`src/rtl/mult_seq_if.sv`:
```
// Control/status bundle between the mult_seq sequencer and its add/shift datapath.
interface mult_seq_if #(
    parameter int N_BITS = 8
);
    localparam int IterW = $clog2(N_BITS) + 1;

    logic             Run;
    logic             ClearA_LoadB;
    logic             M;
    logic             LD_XA;
    logic             LD_B;
    logic             Shift_EN;
    logic             Clr_XA;
    logic             SUB_ADD;
    logic             Busy;
    logic             Done;
    logic [IterW-1:0] Iter;

    modport master (
        output Run, ClearA_LoadB, M,
        input  LD_XA, LD_B, Shift_EN, Clr_XA, SUB_ADD, Busy, Done, Iter
    );

    modport slave (
        input  Run, ClearA_LoadB, M,
        output LD_XA, LD_B, Shift_EN, Clr_XA, SUB_ADD, Busy, Done, Iter
    );
endinterface

```
`src/rtl/mult_seq.sv`:
```
// Booth-style signed add/shift multiplier sequencer for an external X:A:B datapath.
// Define MULT_SEQ_AUTOCLEAR_EN to clear X/A before every multiply (CLR state).
module mult_seq #(
    parameter int N_BITS = 8
) (
    input logic       Clk,
    input logic       Reset,
    mult_seq_if.slave bus
);
    localparam int IterW = $clog2(N_BITS) + 1;
    localparam logic [IterW-1:0] LastIter = IterW'(N_BITS - 1);
    localparam logic [IterW-1:0] NumIter  = IterW'(N_BITS);

    localparam logic [2:0] StIdle  = 3'd0;
    localparam logic [2:0] StLoadB = 3'd1;
`ifdef MULT_SEQ_AUTOCLEAR_EN
    localparam logic [2:0] StClr   = 3'd2;
`endif
    localparam logic [2:0] StAdd   = 3'd3;
    localparam logic [2:0] StShift = 3'd4;
    localparam logic [2:0] StDone  = 3'd5;

    logic [2:0]       state_q, state_d;
    logic [IterW-1:0] iter_q, iter_d, iter_inc;

    assign iter_inc = iter_q + IterW'(1);

    always_comb begin
        state_d = state_q;
        iter_d  = iter_q;
        case (state_q)
            StIdle: begin
                // Load request outranks Run when both arrive together.
                if (bus.ClearA_LoadB) begin
                    state_d = StLoadB;
                end else if (bus.Run) begin
`ifdef MULT_SEQ_AUTOCLEAR_EN
                    state_d = StClr;
`else
                    state_d = StAdd;
`endif
                    iter_d  = '0;
                end
            end
            StLoadB: state_d = StIdle;
`ifdef MULT_SEQ_AUTOCLEAR_EN
            StClr: begin
                state_d = StAdd;
                iter_d  = '0;
            end
`endif
            StAdd:   state_d = StShift;
            StShift: begin
                iter_d  = iter_inc;
                state_d = (iter_inc == NumIter) ? StDone : StAdd;
            end
            // One multiply per press: wait for Run to drop.
            StDone:  if (!bus.Run) state_d = StIdle;
            default: state_d = StIdle;
        endcase
    end

    always_ff @(posedge Clk or negedge Reset) begin
        if (!Reset) begin
            state_q <= StIdle;
            iter_q  <= '0;
        end else begin
            state_q <= state_d;
            iter_q  <= iter_d;
        end
    end

    always_comb begin
        bus.LD_XA    = 1'b0;
        bus.LD_B     = 1'b0;
        bus.Shift_EN = 1'b0;
        bus.Clr_XA   = 1'b0;
        bus.SUB_ADD  = 1'b0;
        bus.Busy     = 1'b0;
        bus.Done     = 1'b0;
        case (state_q)
            StLoadB: begin
                bus.LD_B   = 1'b1;
                bus.Clr_XA = 1'b1;
            end
`ifdef MULT_SEQ_AUTOCLEAR_EN
            StClr: begin
                bus.Clr_XA = 1'b1;
                bus.Busy   = 1'b1;
            end
`endif
            StAdd: begin
                bus.LD_XA   = bus.M;
                // Last partial product carries the sign weight: subtract it.
                bus.SUB_ADD = (iter_q == LastIter);
                bus.Busy    = 1'b1;
            end
            StShift: begin
                bus.Shift_EN = 1'b1;
                bus.Busy     = 1'b1;
            end
            StDone:  bus.Done = 1'b1;
            default: ;
        endcase
    end

    assign bus.Iter = iter_q;
endmodule

```
`src/flat_wrapper.sv`:
```
// flat-port wrapper written by rule: the top's interface ports become plain ports
module mult_seq_flat 
#(
    parameter int N_BITS = 8
)
  (Clk, Reset, bus_Run, bus_ClearA_LoadB, bus_M, bus_LD_XA, bus_LD_B, bus_Shift_EN, bus_Clr_XA, bus_SUB_ADD, bus_Busy, bus_Done, bus_Iter);
  mult_seq_if #(.N_BITS(N_BITS)) bus_i ();
  input logic Clk;
  input logic Reset;
  input wire logic [$bits(bus_i.Run)-1:0] bus_Run;
  input wire logic [$bits(bus_i.ClearA_LoadB)-1:0] bus_ClearA_LoadB;
  input wire logic [$bits(bus_i.M)-1:0] bus_M;
  output wire logic [$bits(bus_i.LD_XA)-1:0] bus_LD_XA;
  output wire logic [$bits(bus_i.LD_B)-1:0] bus_LD_B;
  output wire logic [$bits(bus_i.Shift_EN)-1:0] bus_Shift_EN;
  output wire logic [$bits(bus_i.Clr_XA)-1:0] bus_Clr_XA;
  output wire logic [$bits(bus_i.SUB_ADD)-1:0] bus_SUB_ADD;
  output wire logic [$bits(bus_i.Busy)-1:0] bus_Busy;
  output wire logic [$bits(bus_i.Done)-1:0] bus_Done;
  output wire logic [$bits(bus_i.Iter)-1:0] bus_Iter;
  assign bus_i.Run = bus_Run;
  assign bus_i.ClearA_LoadB = bus_ClearA_LoadB;
  assign bus_i.M = bus_M;
  assign bus_LD_XA = bus_i.LD_XA;
  assign bus_LD_B = bus_i.LD_B;
  assign bus_Shift_EN = bus_i.Shift_EN;
  assign bus_Clr_XA = bus_i.Clr_XA;
  assign bus_SUB_ADD = bus_i.SUB_ADD;
  assign bus_Busy = bus_i.Busy;
  assign bus_Done = bus_i.Done;
  assign bus_Iter = bus_i.Iter;
  mult_seq #(.N_BITS(N_BITS)) u_core (.Clk(Clk), .Reset(Reset), .bus(bus_i));
endmodule
```
`config.mk`:
```
export PLATFORM = sky130hd
export DESIGN_NAME = mult_seq_flat
export DESIGN_NICKNAME = d
export VERILOG_FILES = /design/src/rtl/mult_seq_if.sv /design/src/rtl/mult_seq.sv /design/src/flat_wrapper.sv
export SDC_FILE = /design/constraint.sdc
export NUM_CORES = 1
export LEC_CHECK = 0
export ABC_CLOCK_PERIOD_IN_PS = 2800
export CORE_AREA = 2 2 39 41
export CTS_BUF_LIST = sky130_fd_sc_hd__clkbuf_4 sky130_fd_sc_hd__clkbuf_8 sky130_fd_sc_hd__clkbuf_16
export DETAILED_ROUTE_END_ITERATION = 6
export DIE_AREA = 0 0 41 43
export HOLD_SLACK_MARGIN = 0.15
export PLACE_DENSITY = 0.62
export SLEW_MARGIN = 20
export SYNTH_ARGS = -nofsm -noshare
export SYNTH_HDL_FRONTEND = slang
export SYNTH_SLANG_ARGS = --single-unit
```
`constraint.sdc`:
```
create_clock -name Clk -period 2.8 [get_ports Clk]
set_input_delay 0.28 -clock Clk [delete_from_list [all_inputs] [get_ports Clk]]
set_output_delay 0.28 -clock Clk [all_outputs]
set_load 0.03 [all_outputs]
```
==> reports/results.ini <==
[setup_path]
critPathTopFamily=buffers and inverters
critPathBufInv=2
path_class=flop to primary output
worstPathArrival_ns=1.93
critPathSlowestCell=clkdlybuf4s50_1
start_kind=flop
worstPathRequired_ns=2.52
path_max_fanout=9
worst_setup_path_end_kind=primary output
cp_cell_sequence=or3b_4 > inv_1 > clkdlybuf4s50_1
max_stage_delay_ns=0.68

[cells_and_area]
fin_util_pct=44.30
syn2layout_area_growth_pct=45.83
fin_nets=65
antennaDiodeCount=0
drive_gt1_share_pct=22.41

[die]
rows=14
core_um2=1384
ios=16
die_w_um=41
die_h_um=43
start_util_pct=30.38
die_area_um2=1763

[sta]
setup-violations-final=0
hold_viol=0
tns_ns=0
skew_ns=0.006017
fin_crit_ns=2.210
drv_slew=0
tightestPinTransition_ns=0.5390
rsz0062_at_grt=false
finalWorstSetupSlack_ns=0.5901
timing.final.crit_share_pct=78.92
fmax_mhz=452.5
relSlewSlack_pct=63.69

[yosys]
synth_edf_count=0
synth_top_area_share_pct=41.67
synthTopCellsByArea=dfrtp_1 42%, nor3b_2 6.0%, and3b_2 4.8%
synth-seq-cells=7
ys_seq_area_share_pct=41.67
synth_area_per_cell_um2=10.51
yosysTopAreaCell=dfrtp_1
async_reset_ff_share_pct=100.0
synth.distinct_cells=23
synth_area_um2=420.4
synth_cells=40
synth_commonest_cells=7 x dfrtp_1, 5 x nand2_1
synth_nets=46
synth.most_common_cell=dfrtp_1
yosys_most_used_dff=dfrtp_1
yosysWarnings=0

[placed_design]
hpwl_um=637.9
io_buffers=15
gp_congestion=0.7381
dpl_worst_slack_ns=0.8416

[global_route]
grt_pass1_wl_um=1324
grt_remaining_overflow=0
grt_start_max_net_pins=10
grt_pass1_vias=327
antenna_found_initial=0
grt_use_total_pct=11.35

[detailed_routing]
drcViolationCount=0
dr.max_layer_used=met3
first_pass_iters=1
vias_per_cell=4.581
drt-total-wl_um=790
final_antenna_net_count=0
drt-met1-wl_um=410
vias=339
dr_wl_met2_um=346
wl_per_cell_um=10.68
met3_length_um=33
first_iter_violations=0

[run]
max-cap-violations=0

[cts]
clockRootBuffer=clkbuf_4
cts_hold_buf=0
cts_buffer_depth=2
cts_tree=done
htree_levels=1
path_clk_slew_ns=0.05
cts_buffers=3
postCtsSetupRepairBufs=0
clock_latency_ns=0.24
cts_resized=0
cts.sinks=7

[outcome]
status=completed

[power]
p_leak_nw=0.2707
p_per_area_nw_per_um2=878.4
ir_drop_mv=0.2969

[worst_hold_path]
hold_path.class=input port to asynchronous set/reset pin

==> per-layer routing <==
metal  up-vias  global-route usage (%)
met5         -                       0
met1       150                   13.91
met2         8                   16.25
met3         0                   3.141
li1        181                       -
met4         0                   8.000
==> cell type report <==
cell class                 count  area, um2
fill                         153      770.7
sequential                     7      175.2
clock buffer                   4      30.03
timing repair buffer          15      150.1
inverter                       1      3.754
multi-input combinational     31      234.0
tap                           16      20.02
==> state kept, by name, indices dropped and copies added, names as in the netlist <==
name and flops:
u_core.bus.Iter 4, u_core.state_q 3
==> where the power goes <==
| group | switching (mW) | leakage (nW) | internal (mW) |
|---|---|---|---|
| registers | 0.0457 | 0.0941 | 0.130 |
| logic | 0.140 | 0.158 | 0.125 |
| clock network | 0.0341 | 0.0184 | 0.0639 |
| total | 0.220 | 0.271 | 0.319 |
==> metrics by stage <==
stage          std cells  hold WS [ns]  area [um2]  total power [mW]
4_1_cts               74        0.2957       613.1            0.5477
2_1_floorplan         40      -0.01559       420.4            0.3483
6_report              74        0.2915       613.1            0.5385
3_5_place_dp          70        0.5572       583.1            0.4455
5_1_grt               74        0.3128       613.1            0.5829
3_3_place_gp          70        0.5613       583.1            0.4459
==> final timing paths <==
path / slack, ns / end / from / cells after the start
max: 0.59 / bus_Shift_EN / u_core.state_q[2] / 3
min: 0.29 / u_core.bus.Iter[3] / Reset / 1
max reg2reg: 1.52 / u_core.state_q[1] / u_core.state_q[2] / 2
max in group asynchronous: 2.27 / u_core.state_q[2] / Reset / 1
min reg2reg: 0.56 / u_core.state_q[0] / u_core.state_q[1] / 1
min in group Clk: 0.56 / u_core.state_q[0] / u_core.state_q[1] / 1
==> logic make-up (layout without fill, tap and decap cells) <==
family	Yosys count	in the layout	share of synthesized area (%)
xor gates and xnor gates	2	2	4.167
DFF	7	7	41.67
and+or+nand+nor	19	19	30.95
AOI/OAI and AO/OA	8	8	14.88
muxes	1	1	2.678
buffers and inverters	2	20	2.678
adders and majority gates	1	1	2.976
==> cells in the final DEF (no fill, tap or decap), types with 4 or more instances in the layout <==
master,netlist,final
clkbuf_4,0,4
nand2_1,5,5
dfrtp_1,7,7
clkdlybuf4s50_1,0,15
No activity file was read; power rests on OpenSTA's default activity.
